$ cat config.mk
export PLATFORM = sky130hd
export DESIGN_NAME = layer_vector_buffer_flat
export DESIGN_NICKNAME = d
export VERILOG_FILES = /design/src/rtl/layer_vector_buffer_if.sv /design/src/rtl/layer_vector_buffer.sv /design/src/flat_wrapper.sv
export SDC_FILE = /design/constraint.sdc
export NUM_CORES = 1
export LEC_CHECK = 0
export BUFFER_PORTS_ARGS = -buffer_cell sky130_fd_sc_hd__buf_2
export CAP_MARGIN = 20
export CORE_MARGIN = 2
export CORE_UTILIZATION = 61
export CTS_CLUSTER_DIAMETER = 30
export CTS_CLUSTER_SIZE = 12
export DETAILED_ROUTE_END_ITERATION = 6
export PLACE_DENSITY = 0.78
export SLEW_MARGIN = 0
export SYNTH_ARGS = -nofsm -noshare
export SYNTH_HDL_FRONTEND = slang
export SYNTH_SLANG_ARGS = --single-unit
$ cat constraint.sdc
create_clock -name clk -period 3.1 [get_ports clk]
set_input_delay 0.62 -clock clk [delete_from_list [all_inputs] [get_ports clk]]
set_output_delay 0.62 -clock clk [all_outputs]
set_load 0.005 [all_outputs]
$ cat src/rtl/layer_vector_buffer_if.sv
// Handshake bundle for layer_vector_buffer: upstream word stream in, downstream vector stream out.
// slave is the buffer's view; master is the surrounding layers' view.
interface layer_vector_buffer_if #(
    parameter int M    = 16,
    parameter int T    = 20,
    parameter int logM = $clog2(M + 1)
);
    logic                   s_valid;
    logic                   s_ready;
    logic signed [T-1:0]    data_in;
    logic                   m_valid;
    logic                   m_ready;
    logic signed [T-1:0]    data_out;
    logic                   m_last;
    logic [logM-1:0]        argmax;

    modport slave (
        input  s_valid, data_in, m_ready,
        output s_ready, m_valid, data_out, m_last, argmax
    );

    modport master (
        output s_valid, data_in, m_ready,
        input  s_ready, m_valid, data_out, m_last, argmax
    );
endinterface

$ cat src/rtl/layer_vector_buffer.sv
// Single-vector buffer between FC layers: fills M words, then replays them in order downstream.
// Optional argmax tracker compiled in with LAYER_VECTOR_BUFFER_ARGMAX_EN.
module layer_vector_buffer #(
    parameter int M    = 16,
    parameter int T    = 20,
    parameter int logM = $clog2(M + 1)
) (
    input logic                  clk,
    input logic                  reset,
    layer_vector_buffer_if.slave bus
);
    localparam int AW = (M > 1) ? $clog2(M) : 1;

    typedef enum logic [1:0] {FILL, PREFETCH, DRAIN} state_t;

    state_t              state;
    logic signed [T-1:0] mem [M];
    logic [logM-1:0]     wr_cnt;
    logic [logM-1:0]     rd_addr;
    logic                s_ready_q;
    logic signed [T-1:0] rd_p0;
    logic                vld_p0;
    logic signed [T-1:0] out_p1;
    logic                vld_p1;
    logic                last_p1;

    logic accept;
    logic wr_last;
    logic advance;
    logic rd_more;
    logic rd_en;

    assign accept  = s_ready_q && bus.s_valid;
    assign wr_last = (wr_cnt == logM'(M - 1));
    assign advance = !vld_p1 || bus.m_ready;
    assign rd_more = (rd_addr != logM'(M));
    // rd_p0 only refills when its word moves into the output register, so a stall keeps it
    assign rd_en   = (state == PREFETCH) ||
                     ((state == DRAIN) && advance && vld_p0 && rd_more);

    always_ff @(posedge clk) begin
        if (accept) begin
            mem[wr_cnt[AW-1:0]] <= bus.data_in;
        end
        if (rd_en) begin
            rd_p0 <= mem[rd_addr[AW-1:0]];
        end
    end

    always_ff @(posedge clk or negedge reset) begin
        if (!reset) begin
            state     <= FILL;
            s_ready_q <= 1'b0;
            wr_cnt    <= '0;
            rd_addr   <= '0;
            vld_p0    <= 1'b0;
            vld_p1    <= 1'b0;
            last_p1   <= 1'b0;
            out_p1    <= '0;
        end else begin
            case (state)
                FILL: begin
                    s_ready_q <= 1'b1;
                    if (accept) begin
                        if (wr_last) begin
                            wr_cnt    <= '0;
                            s_ready_q <= 1'b0;
                            state     <= PREFETCH;
                        end else begin
                            wr_cnt <= wr_cnt + logM'(1);
                        end
                    end
                end
                PREFETCH: begin
                    rd_addr <= logM'(1);
                    vld_p0  <= 1'b1;
                    state   <= DRAIN;
                end
                DRAIN: begin
                    // p0 -> p1 stage boundary: move the prefetched word into the output register
                    if (advance) begin
                        if (vld_p0) begin
                            out_p1  <= rd_p0;
                            vld_p1  <= 1'b1;
                            last_p1 <= !rd_more;
                            if (rd_more) begin
                                rd_addr <= rd_addr + logM'(1);
                            end else begin
                                vld_p0 <= 1'b0;
                            end
                        end else begin
                            vld_p1    <= 1'b0;
                            last_p1   <= 1'b0;
                            rd_addr   <= '0;
                            s_ready_q <= 1'b1;
                            state     <= FILL;
                        end
                    end
                end
                default: state <= FILL;
            endcase
        end
    end

    assign bus.s_ready  = s_ready_q;
    assign bus.m_valid  = vld_p1;
    assign bus.m_last   = last_p1;
    assign bus.data_out = out_p1;

`ifdef LAYER_VECTOR_BUFFER_ARGMAX_EN
    logic signed [T-1:0] max_val;
    logic [logM-1:0]     max_idx;
    logic [logM-1:0]     argmax_q;
    logic                take_max;
    logic [logM-1:0]     idx_nxt;

    // strict greater-than keeps the lower index on ties
    assign take_max = (wr_cnt == '0) || (bus.data_in > max_val);
    assign idx_nxt  = take_max ? wr_cnt : max_idx;

    always_ff @(posedge clk) begin
        if (accept && take_max) begin
            max_val <= bus.data_in;
        end
    end

    always_ff @(posedge clk or negedge reset) begin
        if (!reset) begin
            max_idx  <= '0;
            argmax_q <= '0;
        end else if (accept) begin
            max_idx <= idx_nxt;
            if (wr_last) begin
                argmax_q <= idx_nxt;
            end
        end
    end

    assign bus.argmax = argmax_q;
`else
    assign bus.argmax = '0;
`endif
endmodule
$ cat src/flat_wrapper.sv
// flat-port wrapper written by rule: the top's interface ports become plain ports
module layer_vector_buffer_flat 
#(
    parameter int M    = 16,
    parameter int T    = 20,
    parameter int logM = $clog2(M + 1)
)
  (clk, reset, bus_s_valid, bus_data_in, bus_m_ready, bus_s_ready, bus_m_valid, bus_data_out, bus_m_last, bus_argmax);
  layer_vector_buffer_if #(.M(M), .T(T), .logM(logM)) bus_i ();
  input logic clk;
  input logic reset;
  input wire logic [$bits(bus_i.s_valid)-1:0] bus_s_valid;
  input wire logic [$bits(bus_i.data_in)-1:0] bus_data_in;
  input wire logic [$bits(bus_i.m_ready)-1:0] bus_m_ready;
  output wire logic [$bits(bus_i.s_ready)-1:0] bus_s_ready;
  output wire logic [$bits(bus_i.m_valid)-1:0] bus_m_valid;
  output wire logic [$bits(bus_i.data_out)-1:0] bus_data_out;
  output wire logic [$bits(bus_i.m_last)-1:0] bus_m_last;
  output wire logic [$bits(bus_i.argmax)-1:0] bus_argmax;
  assign bus_i.s_valid = bus_s_valid;
  assign bus_i.data_in = bus_data_in;
  assign bus_i.m_ready = bus_m_ready;
  assign bus_s_ready = bus_i.s_ready;
  assign bus_m_valid = bus_i.m_valid;
  assign bus_data_out = bus_i.data_out;
  assign bus_m_last = bus_i.m_last;
  assign bus_argmax = bus_i.argmax;
  layer_vector_buffer #(.M(M), .T(T), .logM(logM)) u_core (.clk(clk), .reset(reset), .bus(bus_i));
endmodule
==> results of run 1 <==
critical path, cell delays in order (launching register included):
cell,delay [ns]
dfrtp_4,0.83
buf_4,0.36
mux4_1,0.60
a22oi_1,0.25
nand2_1,0.10
cell usage after synthesis, types with 9 or more instances:
cell type,instances
nand2_1,31
mux4_1,31
mux4_2,49
a22oi_1,40
clkbuf_1,12
ha_1,9
mux2_1,21
nor2_1,18
dfrtp_1,36
edfxtp_1,340
flip-flops by register name (all words and copies together), names as in the netlist, 2 cells and up:
signal	cells
u_core.bus.data_out	20
u_core.mem	320
u_core.rd_addr	5
u_core.rd_p0	20
u_core.state	2
u_core.wr_cnt	5
kinds of logic (layout without fill, tap and decap cells):
group           after synthesis  in the layout  synth area share
flops                       376            376             0.765
other cells                   1              6          0.000258
compound gates               62             62            0.0293
fa+ha+maj                     9              9           0.00775
mux                         102            102             0.149
buf+inv                      45            189            0.0220
xor+xnor                      4              4           0.00241
simple gates                 77             77            0.0245
layer usage:
layer | GRT usage | vias up
met2 | 0.422 | 438
met4 | 0.105 | 0
li1 | - | 3026
met5 | 0 | -
met3 | 0.0626 | 65
met1 | 0.379 | 3775
power by group:
group | internal, W | switching, W | total [W]
Sequential | 0.00634 | 0.000461 | 0.00680
Clock | 0.00406 | 0.00233 | 0.00638
Combinational | 0.00127 | 0.00145 | 0.00272
Total | 0.0117 | 0.00424 | 0.0159
stage by stage:
step	setup WS [ns]	area (um2)	hold WS, ns
floorplan	0.499	14500	0.324
global placement	0.764	15300	0.445
detailed placement	0.728	15300	0.451
CTS	0.609	17200	0.195
global route	0.509	17200	0.254
finish	0.653	17200	0.179
layout make-up:
class / count / area [um2] / share of cell area
clock buffer: 61 / 1470 / 0.0855
clock inverter: 41 / 470 / 0.0274
multi-input combinational: 259 / 3170 / 0.185
timing repair buffer: 78 / 533 / 0.0310
antenna: 1 / 2.50 / 0.000145
inverter: 9 / 33.8 / 0.00196
tap: 319 / 399 / 0.0232
sequential: 376 / 11100 / 0.646
cells in the final DEF (no fill, tap or decap), types with 3 or more instances in the layout:
| cell | n |
|---|---|
| mux4_2 | 49 |
| inv_8 | 4 |
| clkinv_2 | 7 |
| clkinv_4 | 5 |
| inv_1 | 7 |
| dfrtp_1 | 34 |
| nand3_1 | 6 |
| nand2_1 | 31 |
| a21oi_1 | 8 |
| nor2_2 | 11 |
| buf_4 | 27 |
| clkinvlp_4 | 9 |
| clkbuf_16 | 57 |
| mux4_1 | 31 |
| o21ai_1 | 8 |
| nor2_1 | 7 |
| buf_2 | 46 |
| nand2b_1 | 6 |
| ha_1 | 9 |
| clkbuf_8 | 3 |
| inv_6 | 7 |
| nor3_2 | 6 |
| edfxtp_1 | 340 |
| bufinv_16 | 7 |
| conb_1 | 5 |
| buf_12 | 5 |
| a22oi_1 | 40 |
| mux2_1 | 21 |
worst max path at each step:
stage	from	to	slack, ns	depth (start not counted)
after floorplan	bus_s_valid	u_core.mem[3][0]$_DFFE_PP_	0.50	2
after global placement	u_core.rd_addr[0]$_DFFE_PN0P_	u_core.rd_p0[19]$_DFFE_PP_	0.76	4
after detailed placement	u_core.rd_addr[0]$_DFFE_PN0P_	u_core.rd_p0[19]$_DFFE_PP_	0.73	4
after CTS	u_core.rd_addr[0]$_DFFE_PN0P_	u_core.rd_p0[19]$_DFFE_PP_	0.61	4
after global routing	u_core.rd_addr[0]$_DFFE_PN0P_	u_core.rd_p0[19]$_DFFE_PP_	0.51	4
final	u_core.rd_addr[0]$_DFFE_PN0P_	u_core.rd_p0[19]$_DFFE_PP_	0.65	4
==> impl_metrics.env, run 1 <==
export IMPL_yosysUniqueCellTypes=38
export IMPL_initial_core_util=0.621
export IMPL_worstMarginPinSlew_ns=0.949
export IMPL_first_pass_iters=5
export IMPL_syn_area_per_cell_um2=21.5
export IMPL_yosysWarningCount=0
export IMPL_period_needed_ns=2.45
export IMPL_status="finished, final reports clean"
export IMPL_dpl_hpwl_um=16600
export IMPL_end_kind="flop"
export IMPL_cts_inserted_buffers=55
export IMPL_io_pin_count=52
export IMPL_grt_max_degree=42
export IMPL_setup_violations=0
export IMPL_htree_levels=2
export IMPL_die_area_mm2=0.0251
export IMPL_final_nets=812
export IMPL_path_class="flop to flop"
export IMPL_highest_layer="met4"
export IMPL_drt_wirelength_per_cell_um=28.3
export IMPL_min_path_type="input port to async pin"
export IMPL_layout_drive_gt1_share=0.302
export IMPL_post_cts_buffers=0
export IMPL_ant_nets=0
export IMPL_yosysTopAreaCellShare=0.703
export IMPL_async_flop_share=0.0957
export IMPL_synthCells=676
export IMPL_hold_violations=0
export IMPL_gp_congestion=0.776
export IMPL_setup_tns_ns=0
export IMPL_reg2reg_depth=4
export IMPL_clock_skew_ns=0.0245
export IMPL_synth_ff_type="edfxtp_1"
export IMPL_die_height_um=158
export IMPL_hold_buffers=0
export IMPL_insertion_delay_ns=0.56
export IMPL_drt_total_wl_um=32400
export IMPL_crit_reg2reg_launch="u_core.rd_addr[0]$_DFFE_PN0P_"
export IMPL_slew_headroom=0.368
export IMPL_ir_drop_mv=0.551
export IMPL_cp_start_kind="flop"
export IMPL_synth_edf_count=340
export IMPL_seq_area_frac_synth=0.765
export IMPL_num_vias=7304
export IMPL_rsz0062_at_grt="no"
export IMPL_fillCellCount=1269
export IMPL_fmax_mhz=409
export IMPL_p_leak_nw=5.95
export IMPL_synth_seq_cells=376
export IMPL_dpl_cell_count=1041
export IMPL_rows=56
export IMPL_tritoncts="done"
export IMPL_total_power_w=0.0159
export IMPL_clk_path_buf_depth=3
export IMPL_grt_pass1_wl_um=47400
export IMPL_worstPathMaxFanout=32
export IMPL_fin_util=0.735
export IMPL_finalMaxSlewViolations=0
export IMPL_cts_resized=0
export IMPL_dr_wl_met2_um=16000
export IMPL_core_mm2=0.0234
export IMPL_clk_pin_slew_ns=0.05
export IMPL_first_global_vias=7438
export IMPL_cts_sinks=376
export IMPL_ys_top_cells_by_area="edfxtp_1, mux4_2, dfrtp_1"
export IMPL_r2r_slack_ns=0.65
export IMPL_grt_antenna_before_repair=1
export IMPL_timing_rr_end="u_core.rd_p0[19]$_DFFE_PP_"
export IMPL_drc_errors=0
export IMPL_cts_root_buffer="clkbuf_16"
export IMPL_grt_overflow=0
export IMPL_drtIter0Drc=868
export IMPL_crit_required_ns=3.38
export IMPL_worstPathArrival_ns=2.72
export IMPL_synth_top_area_cell="edfxtp_1"
export IMPL_vias_per_cell=6.38
export IMPL_die_x_um=158
export IMPL_area_growth_pct=18.4
export IMPL_m1WireLength_um=12500
export IMPL_port_buffers=46
export IMPL_wl_met3_um=3090
export IMPL_syn_area_mm2=0.0145
export IMPL_maxCapViolations=0
export IMPL_power_density_mw_per_mm2=925
export IMPL_finalCritPeriodShare=0.789
export IMPL_grtUsageTotal=0.270
export IMPL_stdcell_count=1144
Power figures use the tool's default switching activity.
==> inputs of run 2 (changes only) <==
Settings changed: CORE_UTILIZATION 61 to 55, PLACE_DENSITY 0.78 to 0.74.
Clock period 3.1 ns to 2.2 ns, I/O delays scaled along.
==> run 2 against run 1 <==
Compared with the run above: setup slack lost 0.44 ns; via count grew 1.3%; sequential power grew 38%; first-iteration DRC count shrank 8.4%; register-to-register slack lost 0.44 ns; combinational power grew 55%; critical path depth is the same; fmax grew 23%; final area grew 1.9%; die area grew 11%; critical path type unchanged; critical endpoint is now u_core.rd_p0[9]$_DFFE_PP_.
==> impl_metrics.env, run 2 (synthesis gave the netlist of run 1 again) <==
export IMPL_status="finished, final reports clean"
export IMPL_drt_wirelength_per_cell_um=28.5
export IMPL_setup_violations=0
export IMPL_wl_met3_um=2700
export IMPL_finalCritPeriodShare=0.905
export IMPL_io_pin_count=52
export IMPL_cpPeakStageDelay_ns=0.63
export IMPL_drt_total_wl_um=33500
export IMPL_power_density_mw_per_mm2=1300
export IMPL_worstPathArrival_ns=2.30
export IMPL_cp_num_cells=4
export IMPL_slew_headroom=0.528
export IMPL_finalMaxSlewViolations=0
export IMPL_r2r_slack_ns=0.21
export IMPL_clock_skew_ns=0.0232
export IMPL_layout_drive_gt1_share=0.301
export IMPL_hold_depth=3
export IMPL_dr_wl_met2_um=17200
export IMPL_period_needed_ns=1.99
export IMPL_highest_layer="met5"
export IMPL_path_class="flop to flop"
export IMPL_crit_reg2reg_launch="u_core.rd_addr[0]$_DFFE_PN0P_"
export IMPL_htree_levels=2
export IMPL_clk_path_buf_depth=3
export IMPL_end_kind="flop"
export IMPL_place_ws_ns=0.248
export IMPL_rows=59
export IMPL_grt_overflow=0
export IMPL_hold_violations=0
export IMPL_insertion_delay_ns=0.58
export IMPL_post_cts_buffers=0
export IMPL_cp_startpoint="u_core.rd_addr[0]$_DFFE_PN0P_"
export IMPL_grt_pass1_wl_um=49800
export IMPL_die_area_mm2=0.0277
export IMPL_drc_errors=0
export IMPL_p_leak_nw=6.06
export IMPL_cts_inserted_buffers=59
export IMPL_slowest_stage="mux4_1"
export IMPL_clk_pin_slew_ns=0.05
export IMPL_worstPathMaxFanout=40
export IMPL_holdPathEnd="u_core.bus.m_valid$_DFFE_PN0N_"
export IMPL_area_growth_pct=20.7
export IMPL_port_buffers=46
export IMPL_largest_reg_flops=320
export IMPL_gp_congestion=0.795
export IMPL_die_height_um=167
export IMPL_first_global_vias=7766
export IMPL_reg2reg_depth=4
export IMPL_path_cells="buf_12 -> mux4_1 -> a22oi_1 -> nand2_1"
export IMPL_core_mm2=0.0260
export IMPL_setup_ws_ns=0.209
export IMPL_min_from="bus_m_ready"
export IMPL_setup_tns_ns=0
export IMPL_path_buf_inv=1
export IMPL_min_path_type="input port to flop"
export IMPL_first_pass_iters=6
export IMPL_dpl_hpwl_um=16700
export IMPL_final_common_cell="edfxtp_1"
export IMPL_cp_top_family="multiplexers"
export IMPL_maxCapViolations=0
export IMPL_fillCellCount=1545
export IMPL_grt_max_degree=72
export IMPL_ant_nets=0
export IMPL_die_x_um=167
export IMPL_crit_required_ns=2.51
export IMPL_cts_sinks=376
export IMPL_num_antenna_cells=0
export IMPL_layout_common_cells="edfxtp_1, clkbuf_16, mux4_2"
export IMPL_initial_core_util=0.559
export IMPL_ir_drop_mv=0.943
export IMPL_grt_antenna_before_repair=1
export IMPL_fmax_mhz=502
export IMPL_cts_root_buffer="clkbuf_16"
export IMPL_tritoncts="done"
export IMPL_worstMarginPinSlew_ns=0.704
export IMPL_final_nets=824
export IMPL_drtIter0Drc=795
export IMPL_m1WireLength_um=12900
export IMPL_vias_per_cell=6.29
export IMPL_grtUsageTotal=0.246
export IMPL_num_vias=7396
export IMPL_rsz0062_at_grt="no"
export IMPL_cp_start_kind="flop"
export IMPL_timing_rr_end="u_core.rd_p0[9]$_DFFE_PP_"
-- run 2: changes by cell type in the layout (fill, tap and decap cells not counted), sizes merged --
| cell | change |
|---|---|
| clkinv | +2 |
| buf | +7 |
| dlygate4sd3 | +1 |
| inv | +2 |
| clkinvlp | -2 |
| diode | -1 |
| clkbuf | +6 |
-- run 2: per-stage QoR --
step                      total power (W)  area (um2)  hold slack (ns)  cells  utilization
after detailed placement           0.0137       15500            0.372   1064        0.597
final                              0.0229       17500            0.192   1175        0.675
after global placement             0.0135       15500            0.364   1064        0.597
after floorplan                    0.0122       14600            0.144    680            -
after global routing               0.0236       17500            0.196   1175        0.675
after CTS                          0.0230       17500            0.175   1175        0.675
-- run 2: layout make-up --
type	count	area (um2)	share of cell area
well taps	335	419	0.0239
inverters	9	33.8	0.00193
flip-flops and latches	376	11100	0.634
multi-input cells	259	3200	0.183
repair buffers	86	758	0.0433
clock buffers	67	1530	0.0871
clock inverters	43	473	0.0270
-- run 2: timing repair --
action	4_1_cts	5_1_grt
hold buffers	1	0
hold endpoints to repair	14	0
gates resized for setup	0	0
-- run 2: worst register-to-register path, delay by kind of cell (launching register included) --
| family | cells | cell delay [ns] |
|---|---|---|
| buffers and inverters | 1 | 0.31 |
| DFF | 1 | 0.47 |
| and+or+nand+nor | 1 | 0.09 |
| muxes | 1 | 0.65 |
| AOI/OAI and AO/OA | 1 | 0.23 |
-- run 2: layer usage --
metal / vias to the layer above / track usage
met5: - / 0
met1: 3888 / 0.333
met4: 2 / 0.0705
li1: 3054 / -
met3: 62 / 0.0440
met2: 390 / 0.419
-- run 2: worst max-delay path by stage --
stage and endpoint:
6_report u_core.rd_p0[9]$_DFFE_PP_, 5_1_grt u_core.rd_p0[5]$_DFFE_PP_, 4_1_cts u_core.rd_p0[9]$_DFFE_PP_, 3_5_place_dp u_core.rd_p0[9]$_DFFE_PP_
3_3_place_gp u_core.rd_p0[10]$_DFFE_PP_, 2_1_floorplan u_core.mem[3][0]$_DFFE_PP_
-- run 2: report_power, final --
group	internal (W)	switching, W
registers	0.00894	0.000466
clock network	0.00587	0.00337
logic	0.00193	0.00229
total	0.0167	0.00613
==> inputs of run 3 (changes only) <==
Settings changed: CELL_PAD_IN_SITES_DETAIL_PLACEMENT set to 2, CELL_PAD_IN_SITES_GLOBAL_PLACEMENT set to 2, CORE_UTILIZATION 55 to 44.
==> run 3 against run 2 <==
Compared with the run above: clock-buffer cell count rose by 22; utilization is 11 points lower; clock power is 30% higher; setup slack lost 0.10 ns; clock skew grew 0.0035 ns; fmax down 4.9%; routed wire length increased by 32%; cell count is 12% higher; via count is 3.6% higher; sequential power increased by 1%; total power grew 14%; critical path type unchanged; largest cell class unchanged.
==> impl_metrics.env, run 3 (synthesis gave the netlist of run 1 again) <==
export IMPL_r2r_slack_ns=0.11
export IMPL_slowest_stage="mux4_1"
export IMPL_drc_errors=0
export IMPL_rows=66
export IMPL_fillCellCount=2704
export IMPL_worstMarginPinSlew_ns=0.905
export IMPL_drt_total_wl_um=44300
export IMPL_setup_violations=0
export IMPL_rsz0062_at_grt="no"
export IMPL_die_height_um=186
export IMPL_layout_common_cells="edfxtp_1, clkbuf_16, mux4_2"
export IMPL_first_global_vias=8568
export IMPL_cpPeakStageDelay_ns=0.66
export IMPL_status="finished, final reports clean"
export IMPL_path_cells="buf_12 -> mux4_1 -> a22oi_1 -> nand2_1"
export IMPL_finalCritPeriodShare=0.952
export IMPL_power_density_mw_per_mm2=1420
export IMPL_initial_core_util=0.446
export IMPL_clk_path_buf_depth=3
export IMPL_area_growth_pct=26.1
export IMPL_tritoncts="done"
export IMPL_total_power_w=0.0261
export IMPL_end_kind="flop"
export IMPL_ant_nets=0
export IMPL_die_area_mm2=0.0345
export IMPL_insertion_delay_ns=0.57
export IMPL_hold_depth=3
export IMPL_htree_levels=3
export IMPL_cp_top_family="multiplexers"
export IMPL_die_x_um=186
export IMPL_p_leak_nw=6.37
export IMPL_grt_overflow=0
export IMPL_first_pass_iters=5
export IMPL_dpl_hpwl_um=22100
export IMPL_fin_util=0.563
export IMPL_hold_violations=0
export IMPL_min_from="bus_m_ready"
export IMPL_path_class="flop to flop"
export IMPL_final_common_cell="edfxtp_1"
export IMPL_setup_ws_ns=0.106
export IMPL_cts_sinks=376
export IMPL_slew_headroom=0.394
export IMPL_cts_inserted_buffers=79
export IMPL_drt_wirelength_per_cell_um=33.8
export IMPL_holdPathEnd="u_core.bus.m_valid$_DFFE_PN0N_"
export IMPL_io_pin_count=52
export IMPL_grt_max_degree=61
export IMPL_grt_antenna_before_repair=2
export IMPL_drtIter0Drc=688
export IMPL_clk_pin_slew_ns=0.05
export IMPL_core_mm2=0.0325
export IMPL_fmax_mhz=477
export IMPL_finalMaxSlewViolations=0
export IMPL_path_buf_inv=1
export IMPL_grt_pass1_wl_um=63500
export IMPL_period_needed_ns=2.09
export IMPL_place_ws_ns=0.0729
export IMPL_crit_reg2reg_launch="u_core.rd_addr[0]$_DFFE_PN0P_"
export IMPL_min_path_type="input port to flop"
export IMPL_largest_reg_flops=320
export IMPL_ir_drop_mv=0.661
export IMPL_final_nets=840
export IMPL_grtUsageTotal=0.268
export IMPL_gp_congestion=0.717
export IMPL_maxCapViolations=0
export IMPL_vias_per_cell=5.84
export IMPL_cts_root_buffer="clkbuf_16"
export IMPL_port_buffers=46
export IMPL_cp_start_kind="flop"
export IMPL_clock_skew_ns=0.0267
export IMPL_timing_rr_end="u_core.rd_p0[1]$_DFFE_PP_"
export IMPL_reg2reg_depth=4
export IMPL_worstPathMaxFanout=40
export IMPL_num_vias=7663
export IMPL_worstPathArrival_ns=2.40
export IMPL_layout_drive_gt1_share=0.320
export IMPL_crit_required_ns=2.50
## run 3: cell count changes in the layout (fill, tap and decap cells not counted), moves of 2 or more
cell       previous run  this run
buf_12               18        21
clkbuf_16            60        81
clkinv_1              6        10
clkinv_2              7        19
buf_4                21        14
inv_8                 2         0
bufinv_16             7        11
inv_6                11         2
## run 3: what timing repair did
action | 4_1_cts | 5_1_grt
setup endpoints to repair | 1 | 0
endpoints found under the hold margin | 22 | 0
buffers inserted | 2 | 0
hold buffers | 1 | 0
resized for setup | 0 | 0
## run 3: area by class of cell
class                      instances  area (um2)  share of cell area
antenna                            1        2.50            0.000137
clock buffer                      89        2060               0.112
clock inverter                    54         591              0.0322
inverter                           9        33.8             0.00184
multi-input combinational        259        3210               0.175
sequential                       376       11100               0.607
tap                              442         553              0.0302
timing repair buffer              82         766              0.0418
## run 3: through the flow
step                      area, um2  cells  TNS [ns]  hold slack (ns)
after global routing          18300   1311         0            0.239
final                         18300   1312         0            0.231
after global placement        15600   1165         0            0.447
after detailed placement      15600   1165         0            0.453
after CTS                     18300   1311         0            0.219
after floorplan               14600    680     -8.71            0.144
## run 3: worst reg2reg max path: stages, from the launching register on
cell	delay (ns)
dfrtp_4	0.46
buf_12	0.29
mux4_1	0.72
a22oi_1	0.26
nand2_1	0.09
## run 3: worst max path at each step
stage                                  start                            end  slack, ns  depth (start not counted)
2_1_floorplan   u_core.wr_cnt[0]$_DFFE_PN0P_     u_core.mem[3][0]$_DFFE_PP_      -0.35                          3
3_3_place_gp   u_core.rd_addr[0]$_DFFE_PN0P_      u_core.rd_p0[2]$_DFFE_PP_       0.24                          4
3_5_place_dp   u_core.rd_addr[0]$_DFFE_PN0P_  u_core.rd_addr[2]$_DFFE_PN0P_       0.07                          7
4_1_cts        u_core.rd_addr[0]$_DFFE_PN0P_      u_core.rd_p0[1]$_DFFE_PP_       0.10                          4
5_1_grt        u_core.rd_addr[0]$_DFFE_PN0P_      u_core.rd_p0[1]$_DFFE_PP_       0.01                          4
6_report       u_core.rd_addr[0]$_DFFE_PN0P_      u_core.rd_p0[1]$_DFFE_PP_       0.11                          4
## run 3: routing by layer
metal	GRT usage	up-vias	part of all wire
li1	-	3096	-
met1	0.345	4121	0.41
met2	0.445	331	0.50
met3	0.0505	111	0.058
met4	0.116	4	0.037
met5	0	-	0.00070
## run 3: report_power, final
part           internal (W)  total, W  switching, W
Clock               0.00798    0.0120       0.00399
Combinational       0.00197   0.00459       0.00262
Sequential          0.00896   0.00953      0.000577
Total                0.0189    0.0261       0.00719
